## config.mk

```make
export PLATFORM = sky130hd
export DESIGN_NAME = tone_frame_generator
export DESIGN_NICKNAME = d
export VERILOG_FILES = /design/src/rtl/tone_pkg.sv /design/src/rtl/sine_lut.sv /design/src/rtl/tone_frame_generator.sv
export SDC_FILE = /design/constraint.sdc
export NUM_CORES = 1
export LEC_CHECK = 0
export ABC_AREA = 1
export BUFFER_PORTS_ARGS = -buffer_cell sky130_fd_sc_hd__buf_2
export CAP_MARGIN = 25
export CORE_MARGIN = 2
export CORE_UTILIZATION = 55
export DETAILED_ROUTE_END_ITERATION = 7
export GPL_ROUTABILITY_DRIVEN = 0
export GPL_TIMING_DRIVEN = 0
export PLACE_DENSITY = 0.74
export SLEW_MARGIN = 20
export SYNTH_ARGS = -nofsm -noshare
export SYNTH_HDL_FRONTEND = slang
export SYNTH_SLANG_ARGS = --single-unit
```

## constraint.sdc

```tcl
create_clock -name clk_in -period 10 [get_ports clk_in]
set_input_delay 0.5 -clock clk_in [delete_from_list [all_inputs] [get_ports clk_in]]
set_output_delay 0.5 -clock clk_in [all_outputs]
set_load 0.05 [all_outputs]
```

## src/rtl/tone_pkg.sv

```systemverilog
// ---------------------------------------------------------------------------
// tone_pkg
// Shared definitions for the tone frame generator and its sine ROM, and the
// tone identifier width that the tone detector also uses.
//   TONE_ID_W  : width of a tone identifier (0 = silence, 1..7 = tones)
//   LUT_ADDR_W : address width of the quarter-folded 64-entry sine ROM
//   SAMPLE_W   : width of one signed real or imaginary sample
//   TONE_INC   : phase increment per sample for each tone identifier
// ---------------------------------------------------------------------------
package tone_pkg;

   localparam int TONE_ID_W  = 3;
   localparam int LUT_ADDR_W = 6;
   localparam int SAMPLE_W   = 16;

   // Two-state frame controller: waiting for a request, or streaming a frame.
   typedef enum logic [0:0] {
      ST_IDLE   = 1'b0,
      ST_STREAM = 1'b1
   } tone_state_e;

   // Tone k advances the phase by 512*k per sample. With a 16-bit phase and a
   // 1024-sample frame this lands tone k exactly on FFT bin 8k.
   localparam logic [31:0] TONE_INC [0:7] = '{
      32'd0, 32'd512, 32'd1024, 32'd1536,
      32'd2048, 32'd2560, 32'd3072, 32'd3584
   };

endpackage

```

## src/rtl/sine_lut.sv

```systemverilog
// ---------------------------------------------------------------------------
// sine_lut
// 64-entry combinational sine ROM, one full period, amplitude 32767.
// Only the first quarter wave (17 entries) is stored; the other three
// quarters are produced by mirroring the index and negating the result.
// Ports:
//   i_addr   : table index 0..63 (angle = 2*pi*i_addr/64)
//   o_sample : round(32767*sin(angle)), two's-complement signed
// ---------------------------------------------------------------------------
module sine_lut
   import tone_pkg::*;
(
   input  logic [LUT_ADDR_W-1:0]      i_addr,
   output logic signed [SAMPLE_W-1:0] o_sample
);

   logic [1:0]          w_quadrant;
   logic [3:0]          w_offset;
   logic [4:0]          w_qIndex;
   logic [SAMPLE_W-1:0] w_magnitude;

   assign w_quadrant = i_addr[5:4];
   assign w_offset   = i_addr[3:0];

   // Odd quadrants run the quarter wave backwards, so index 16 (the peak)
   // is reached when the offset is zero.
   assign w_qIndex = w_quadrant[0] ? (5'd16 - {1'b0, w_offset}) : {1'b0, w_offset};

   // Quarter-wave magnitudes, round(32767*sin(2*pi*k/64)) for k = 0..16.
   always_comb begin
      w_magnitude = '0;
      case (w_qIndex)
         5'd0:    w_magnitude = 16'd0;
         5'd1:    w_magnitude = 16'd3212;
         5'd2:    w_magnitude = 16'd6393;
         5'd3:    w_magnitude = 16'd9512;
         5'd4:    w_magnitude = 16'd12539;
         5'd5:    w_magnitude = 16'd15446;
         5'd6:    w_magnitude = 16'd18204;
         5'd7:    w_magnitude = 16'd20787;
         5'd8:    w_magnitude = 16'd23170;
         5'd9:    w_magnitude = 16'd25329;
         5'd10:   w_magnitude = 16'd27245;
         5'd11:   w_magnitude = 16'd28898;
         5'd12:   w_magnitude = 16'd30273;
         5'd13:   w_magnitude = 16'd31356;
         5'd14:   w_magnitude = 16'd32137;
         5'd15:   w_magnitude = 16'd32609;
         5'd16:   w_magnitude = 16'd32767;
         default: w_magnitude = '0;
      endcase
   end

   // The second half of the period is the negated first half.
   assign o_sample = w_quadrant[1] ? -$signed(w_magnitude) : $signed(w_magnitude);

endmodule

```

## src/rtl/tone_frame_generator.sv

```systemverilog
// ---------------------------------------------------------------------------
// tone_frame_generator
// Accepts a tone identifier and emits one frame of FRAME_LEN complex samples
// {cos, sin} of that tone, for driving the FFT / tone detector chain.
// Parameters:
//   FRAME_LEN : samples per frame (power of two, 16..4096)
//   PHASE_W   : phase accumulator width, wraps modulo 2^PHASE_W
// Ports:
//   clk_in           : clock, rising edge
//   rst_in           : asynchronous reset, active low
//   tone_valid_in    : tone request valid
//   tone_ident_in    : requested tone, 0 = silence, 1..7 = tones
//   tone_ready_out   : high while idle, a request can be accepted
//   sample_data_out  : {real[31:16], imag[15:0]}, signed
//   sample_valid_out : sample_data_out holds a sample of the frame
//   sample_last_out  : final sample of the frame
//   sample_ready_in  : downstream takes the sample
// ---------------------------------------------------------------------------
module tone_frame_generator
   import tone_pkg::*;
#(
   parameter int FRAME_LEN = 1024,
   parameter int PHASE_W   = 16
)
(
   input  logic                 clk_in,
   input  logic                 rst_in,
   input  logic                 tone_valid_in,
   input  logic [TONE_ID_W-1:0] tone_ident_in,
   output logic                 tone_ready_out,
   output logic [31:0]          sample_data_out,
   output logic                 sample_valid_out,
   output logic                 sample_last_out,
   input  logic                 sample_ready_in
);

   localparam int IDX_W = $clog2(FRAME_LEN);

   localparam logic [0:0] S_IDLE   = 1'(ST_IDLE);
   localparam logic [0:0] S_STREAM = 1'(ST_STREAM);

   logic [0:0]           r_state;
   logic [TONE_ID_W-1:0] r_tone;
   logic [PHASE_W-1:0]   r_phase;
   logic [IDX_W-1:0]     r_index;
   logic [31:0]          r_data;

   logic                   w_accept;
   logic                   w_advance;
   logic                   w_finalIdx;
   logic [TONE_ID_W-1:0]   w_nextTone;
   logic [PHASE_W-1:0]     w_nextPhase;
   logic [LUT_ADDR_W-1:0]  w_sinAddr;
   logic [LUT_ADDR_W-1:0]  w_cosAddr;
   logic signed [SAMPLE_W-1:0] w_sin;
   logic signed [SAMPLE_W-1:0] w_cos;
   logic [31:0]            w_nextData;

   assign w_accept   = (r_state == S_IDLE) && tone_valid_in;
   assign w_advance  = (r_state == S_STREAM) && sample_ready_in;
   assign w_finalIdx = (r_index == IDX_W'(FRAME_LEN - 1));

   // The sample register is always loaded one step ahead: on acceptance it
   // gets sample 0 of the new tone, on each handshake the following sample.
   assign w_nextTone  = w_accept ? tone_ident_in : r_tone;
   assign w_nextPhase = w_accept ? '0 : (r_phase + PHASE_W'(TONE_INC[r_tone]));

   // Cosine is the sine a quarter period ahead; the 6-bit add wraps mod 64.
   assign w_sinAddr = w_nextPhase[PHASE_W-1 -: LUT_ADDR_W];
   assign w_cosAddr = w_sinAddr + LUT_ADDR_W'(16);

   sine_lut u_sinTap (
      .i_addr   (w_sinAddr),
      .o_sample (w_sin)
   );

   sine_lut u_cosTap (
      .i_addr   (w_cosAddr),
      .o_sample (w_cos)
   );

   assign w_nextData = (w_nextTone == '0) ? 32'h0000_0000 : {w_cos, w_sin};

   // Frame controller. A request is only taken while idle; once streaming,
   // registers only move on a sample handshake, which keeps data and last
   // stable through downstream stalls. The final handshake drops back to
   // idle, so the next request can be taken on the following edge.
   always_ff @(posedge clk_in or negedge rst_in) begin
      if (!rst_in) begin
         r_state <= S_IDLE;
         r_tone  <= '0;
         r_phase <= '0;
         r_index <= '0;
         r_data  <= '0;
      end else if (w_accept) begin
         r_state <= S_STREAM;
         r_tone  <= tone_ident_in;
         r_phase <= '0;
         r_index <= '0;
         r_data  <= w_nextData;
      end else if (w_advance) begin
         if (w_finalIdx) begin
            r_state <= S_IDLE;
            r_phase <= '0;
            r_index <= '0;
            r_data  <= '0;
         end else begin
            r_phase <= w_nextPhase;
            r_index <= r_index + IDX_W'(1);
            r_data  <= w_nextData;
         end
      end
   end

   assign tone_ready_out   = (r_state == S_IDLE);
   assign sample_valid_out = (r_state == S_STREAM);
   assign sample_last_out  = sample_valid_out && w_finalIdx;
   assign sample_data_out  = r_data;

endmodule

```

Word level (Yosys, flattened, before mapping). Memories as Yosys holds them, arrays and structs flattened. Index checks and enable logic that the tools add are counted.

Bits in registers: 62. ROM bits: 1216. Bits of input ports: 7. Logic and storage cells: 47. Memories kept: 3.

Add/sub/neg operators: 7. Magnitude comparators: 1. Equal/unequal tests: 1. Muxes and demuxes: 21. Bitwise gates (word level): 2. Reduce and logical (&&, ||, !) cells: 7.

Memories: (name not given) (words 32, width 15, read ports 1, clocked after Yosys merged registers in 0, write ports 0, line sine_lut.sv:32) `case (w_qIndex)`; (name not given) (words 32, width 15, read ports 1, clocked after Yosys merged registers in 0, write ports 0, line sine_lut.sv:32); (name not given) (words 8, width 32, read ports 1, clocked after Yosys merged registers in 0, write ports 0, line tone_frame_generator.sv:66) `assign w_nextPhase = w_accept ? '0 : (r_phase + PHASE_W'(TONE_INC[r_tone]));`.

Operators by type and width (count): 2-to-1 mux 16 bit (8); 2-to-1 mux 32 bit (4); negator 16 bit (2); 2-to-1 mux 10 bit (3); adder 16 bit (1); adder 10 x 1 -> 10 bit (second input constant) (1); == test 10 bit (second input constant) (1); 2-to-1 mux 5 bit (2); subtractor 5 x 4 -> 5 bit (first input constant) (2); adder 6 x 5 -> 6 bit (second input constant) (1); >= comparator 4 bit (second input constant) (1); NOT 3 -> 4 bit (1); nonzero test 2 bit (2); logical AND 1 bit (3); zero test 3 bit (1); 2-to-1 mux 1 bit (3); 2-to-1 mux 3 bit (1); AND reduction 2 bit (1); NOT 1 bit (1).

Depth between registers and ports, before layout. An unclocked memory read counts as a cell.

Depth in word-level cells: 16. Gate-level depth with buffers: 29.

By module. Synthesis repeated with hierarchy kept, for this count alone.

Cell total of the unflattened synthesis: 781. Area, all modules: 5200.0 um2.

Modules (own cells, without submodules): tone_frame_generator (instances 1, cells each 316, area each 2817.7 um2, seq. area each 1326.3 um2); sine_lut at u_cosTap (instances 1, cells each 229, area each 1214.9 um2, seq. area each 0.0 um2); sine_lut at u_sinTap (instances 1, cells each 236, area each 1167.4 um2, seq. area each 0.0 um2).

Worst setup path before layout. OpenSTA, ideal clock, no wires.

Path type: reg2reg. Start: register r_tone[0]. End: register r_data[12], in the netlist sample_data_out[12]. Library setup time: 0.118 ns. Arrival: 3.583 ns. Data required time: 9.882 ns. Setup slack: 6.299 ns. Stages on the path, launching flop included: 22. Buffers on the path: 0. Cells stage by stage: dfrtp_1 -> ha_1 -> inv_1 -> fa_1 -> inv_1 -> nand2_1 -> ha_1 -> nand2_1 -> nand2_1 -> ha_1 -> nand3_1 -> nand2_1 -> nand2_1 -> a31oi_1 -> ha_1 -> inv_1 -> nor2_2 -> nand2_1 -> o21bai_4 -> nand4_1 -> nand3_1 -> nand2_1.

Longest elaborated chain between the ends: 15.

RTL lines: start, declared (line tone_frame_generator.sv:43) `logic [TONE_ID_W-1:0] r_tone;`; start signal, assigned (line tone_frame_generator.sv:97) `r_tone <= tone_ident_in;`; NOT 3 -> 4 bit (not written as such) (line tone_frame_generator.sv:66); memory (8 x 32 bit); 2-to-1 mux 16 bit (not written as such) (2 in a row) (line tone_frame_generator.sv:66); adder 16 bit (line tone_frame_generator.sv:66); 2-to-1 mux 16 bit (line tone_frame_generator.sv:66); subtractor 5 x 4 -> 5 bit (line sine_lut.sv:27) `assign w_qIndex = w_quadrant[0] ? (5'd16 - {1'b0, w_offset}) : {1'b0, w_offset};`; 2-to-1 mux 5 bit (line sine_lut.sv:27); memory (32 x 15 bit); negator 16 bit (line sine_lut.sv:55) `assign o_sample = w_quadrant[1] ? -$signed(w_magnitude) : $signed(w_magnitude);`; 2-to-1 mux 16 bit (line sine_lut.sv:55); 2-to-1 mux 32 bit * (line tone_frame_generator.sv:82) `assign w_nextData = (w_nextTone == '0) ? 32'h0000_0000 : {w_cos, w_sin};`; 2-to-1 mux 32 bit (line tone_frame_generator.sv:102) `if (w_finalIdx) begin`; 2-to-1 mux 32 bit (line tone_frame_generator.sv:101) `end else if (w_advance) begin`; 2-to-1 mux 32 bit * (line tone_frame_generator.sv:95) `end else if (w_accept) begin`; end signal, assigned (line tone_frame_generator.sv:100) `r_data <= w_nextData;`; end signal, assigned (line tone_frame_generator.sv:110) `r_data <= w_nextData;`; end, declared (line tone_frame_generator.sv:46) `logic [31:0] r_data;`.

Mark *: on every way between the ends. The rest lies on a longest branch, timed or not. The select of a mux whose other input is x is not followed. A chain may end at the register's enable or synchronous reset.

Worst setup path in the final report. Ends and elaborated chain as after synthesis.

==> impl_metrics.toml <==
[status]
status = "completed"

[final_layout]
syn_to_final_growth_pct = 9.10
nets = 809
drive_gt1_share_pct = 15.0
antenna_cells = 0

[clock_network]
clk_pin_slew_ps = 110
insertion_delay_ps = 320
cts_resized = 0
root_buffer = "clkbuf_8"
numClockSinks = 53
htree_num_levels = 2
cts_max_path_buffers = 2
cts_tree = "done"
holdBufCountCts = 0
postCtsSetupBuffers = 0
cts_made_buffers = 5

[critical_path]
worstPathRequired_ps = 10210
critPathLaunchType = "flip-flop"
crit_buf_inv = 3
critPathSlowestCell = "fa_1"
critPathCaptureType = "flip-flop"
path_max_fanout = 13
criticalPathCategory = "flip-flop to flip-flop"
crit_family = "adder cells"
worstPathCellList = "ha_1 -> inv_1 -> fa_1 -> inv_1 -> nand2_1 -> ha_1 -> nand2_1 -> nand2_1 -> ha_1 -> nand3_1 -> nand2_1 -> nand2_1 -> a31oi_1 -> ha_1 -> inv_1 -> nor2_2 -> nand2_1 -> o21bai_4 -> nand4_1 -> nand3_1 -> nand2_1"
worst_ep_arrival_time_ps = 4780
cp_common_cell = "nand2_1"
critPathMaxStageDelay_ps = 440

[yosys]
synth.distinct_cells = 43
synth.top_cell.area_share_pct = 28.3
synth_area_um2 = 4690
synth_fp_nets = 761
async_flop_share_pct = 100
yosys.area.top_type = "dfrtp_1"
yosys_register_bits = 53
ys_seq_area_share_pct = 28.3
syn_area_per_cell_um2 = 6.40
yosys-top-cells-count = "272 x nand2_1, 95 x nand3_1, 79 x inv_1"
synth.area.top_cells = "dfrtp_1 28%, nand2_1 22%, nand3_1 10%, inv_1 6.3%, ha_1 5.6%"
yosys_warnings = 0
syn_inst = 732
synth.most_common_cell = "nand2_1"
synth_enable_flop_cells = 0
synth_top_flop_cell = "dfrtp_1"

[die]
dieWidth_um = 96.3
core_um2 = 8260
die_h_um = 96.3
die_area_um2 = 9280
num_rows = 33
io_pins = 42
start_util_pct = 56.8

[detailed_routing]
drt_iter0_drc = 247
drtPass1Iterations = 6
route.detailed.drc = 0
vias = 4828
viasPerCell = 5.45
antenna_left = 0
wl_per_cell_um = 13.3
wirelength_mm = 11.8

[timing]
rsz0062_at_grt = "false"
fin_ws_ps = 5430
max-slew-margin-rel_pct = 32.0
setup_viol = 0
max_freq_ghz = 0.219
fin_tns_setup_ps = 0
final_hold_viol_count = 0
tightest_slew_ps = 1020
post-route-min-period_ps = 4570
finalCritPeriodShare_pct = 45.7
skew_ps = 12.4
maxSlewViolCount = 0
hold-worst-slack_ps = 215

[grt]
antenna_found_initial = 0
grt_max_degree = 54
gr-usage-all-layers_pct = 27.0
grt_first_pass_wirelength_mm = 19.9
overflow = 0
grt_pass1_vias = 4267

[flow_run]
drv_cap = 0

[placement]
port_buffers = 41
hpwl_mm = 9.10
pre_cts_ws_ps = 5480

[worst_hold_path]
hold_class = "input pin to asynchronous set/reset pin"
==> metrics by stage <==
stage                     util [%]  instance area [um2]  cells
after global routing          61.9                 5110    886
after floorplan                  -                 4690    732
after CTS                     61.9                 5110    886
after global placement        60.8                 5020    878
after detailed placement      60.9                 5030    878
final                         61.9                 5110    886
==> routing by layer <==
layer / global-route usage [%] / part of all wire [%]
met4: 7.51 / 1.8
met2: 44.2 / 46
met3: 3.52 / 5.7
met5: 0 / 0
met1: 37.4 / 47
==> worst paths after layout <==
kind,slack [ps],from,to,cells past startpoint
min in group clk_in,410,tone_ident_in[0],r_tone[0]$_DFF_PN0_,3
max reg2reg,5430,r_tone[0]$_DFF_PN0_,sample_data_out[12]$_DFFE_PN0P_,21
min,220,rst_in,sample_data_out[3]$_DFFE_PN0P_,1
max,5430,r_tone[0]$_DFF_PN0_,sample_data_out[12]$_DFFE_PN0P_,21
min reg2reg,480,sample_data_out[13]$_DFFE_PN0P_,sample_data_out[13]$_DFFE_PN0P_,2
max in group asynchronous,9310,rst_in,sample_data_out[18]$_DFFE_PN0P_,1
==> final cells by class <==
cell class,instances,area [um2]
multi-input combinational,568,2890
clock inverter,2,15.0
buffer,22,139
timing repair buffer,41,208
clock buffer,6,72.6
sequential,53,1330
inverter,89,337
tap,105,131
fill,792,3140
==> flip-flops by register name, summed over array words and instances (netlist names) <==
| name | count |
|---|---|
| sample_valid_out | 1 |
| r_index | 10 |
| sample_data_out | 32 |
| r_phase | 7 |
| r_tone | 3 |
==> layout by cell type (no fill, tap or decap), types with 2 or more instances in the layout <==
cell type / n
nor2_1: 41
nand4_1: 9
nand3_2: 13
nor2_2: 4
nor2_4: 4
clkbuf_1: 7
clkbuf_8: 5
a21oi_1: 20
nand2_2: 14
nand3_4: 2
nand2_4: 3
ha_1: 21
buf_6: 5
nand3b_1: 3
a21oi_2: 3
buf_4: 4
nand3_1: 95
buf_1: 2
dfrtp_1: 53
o21ai_1: 10
o22ai_1: 5
nor3_1: 6
o21ai_0: 27
inv_2: 9
buf_2: 46
nand2_1: 272
inv_1: 79
clkinvlp_4: 2
==> cells by family after synthesis <==
logic type	after synthesis	share of synthesized area, %
xor+xnor	2	0.374
flops	53	28.3
compound gates	74	9.08
simple gates	469	45.9
buf+inv	111	10.1
mux	1	0.214
fa+ha+maj	22	6.03
Power is not shown: default switching activity piles up to over one toggle a cycle in this logic, so the estimate is an artifact.
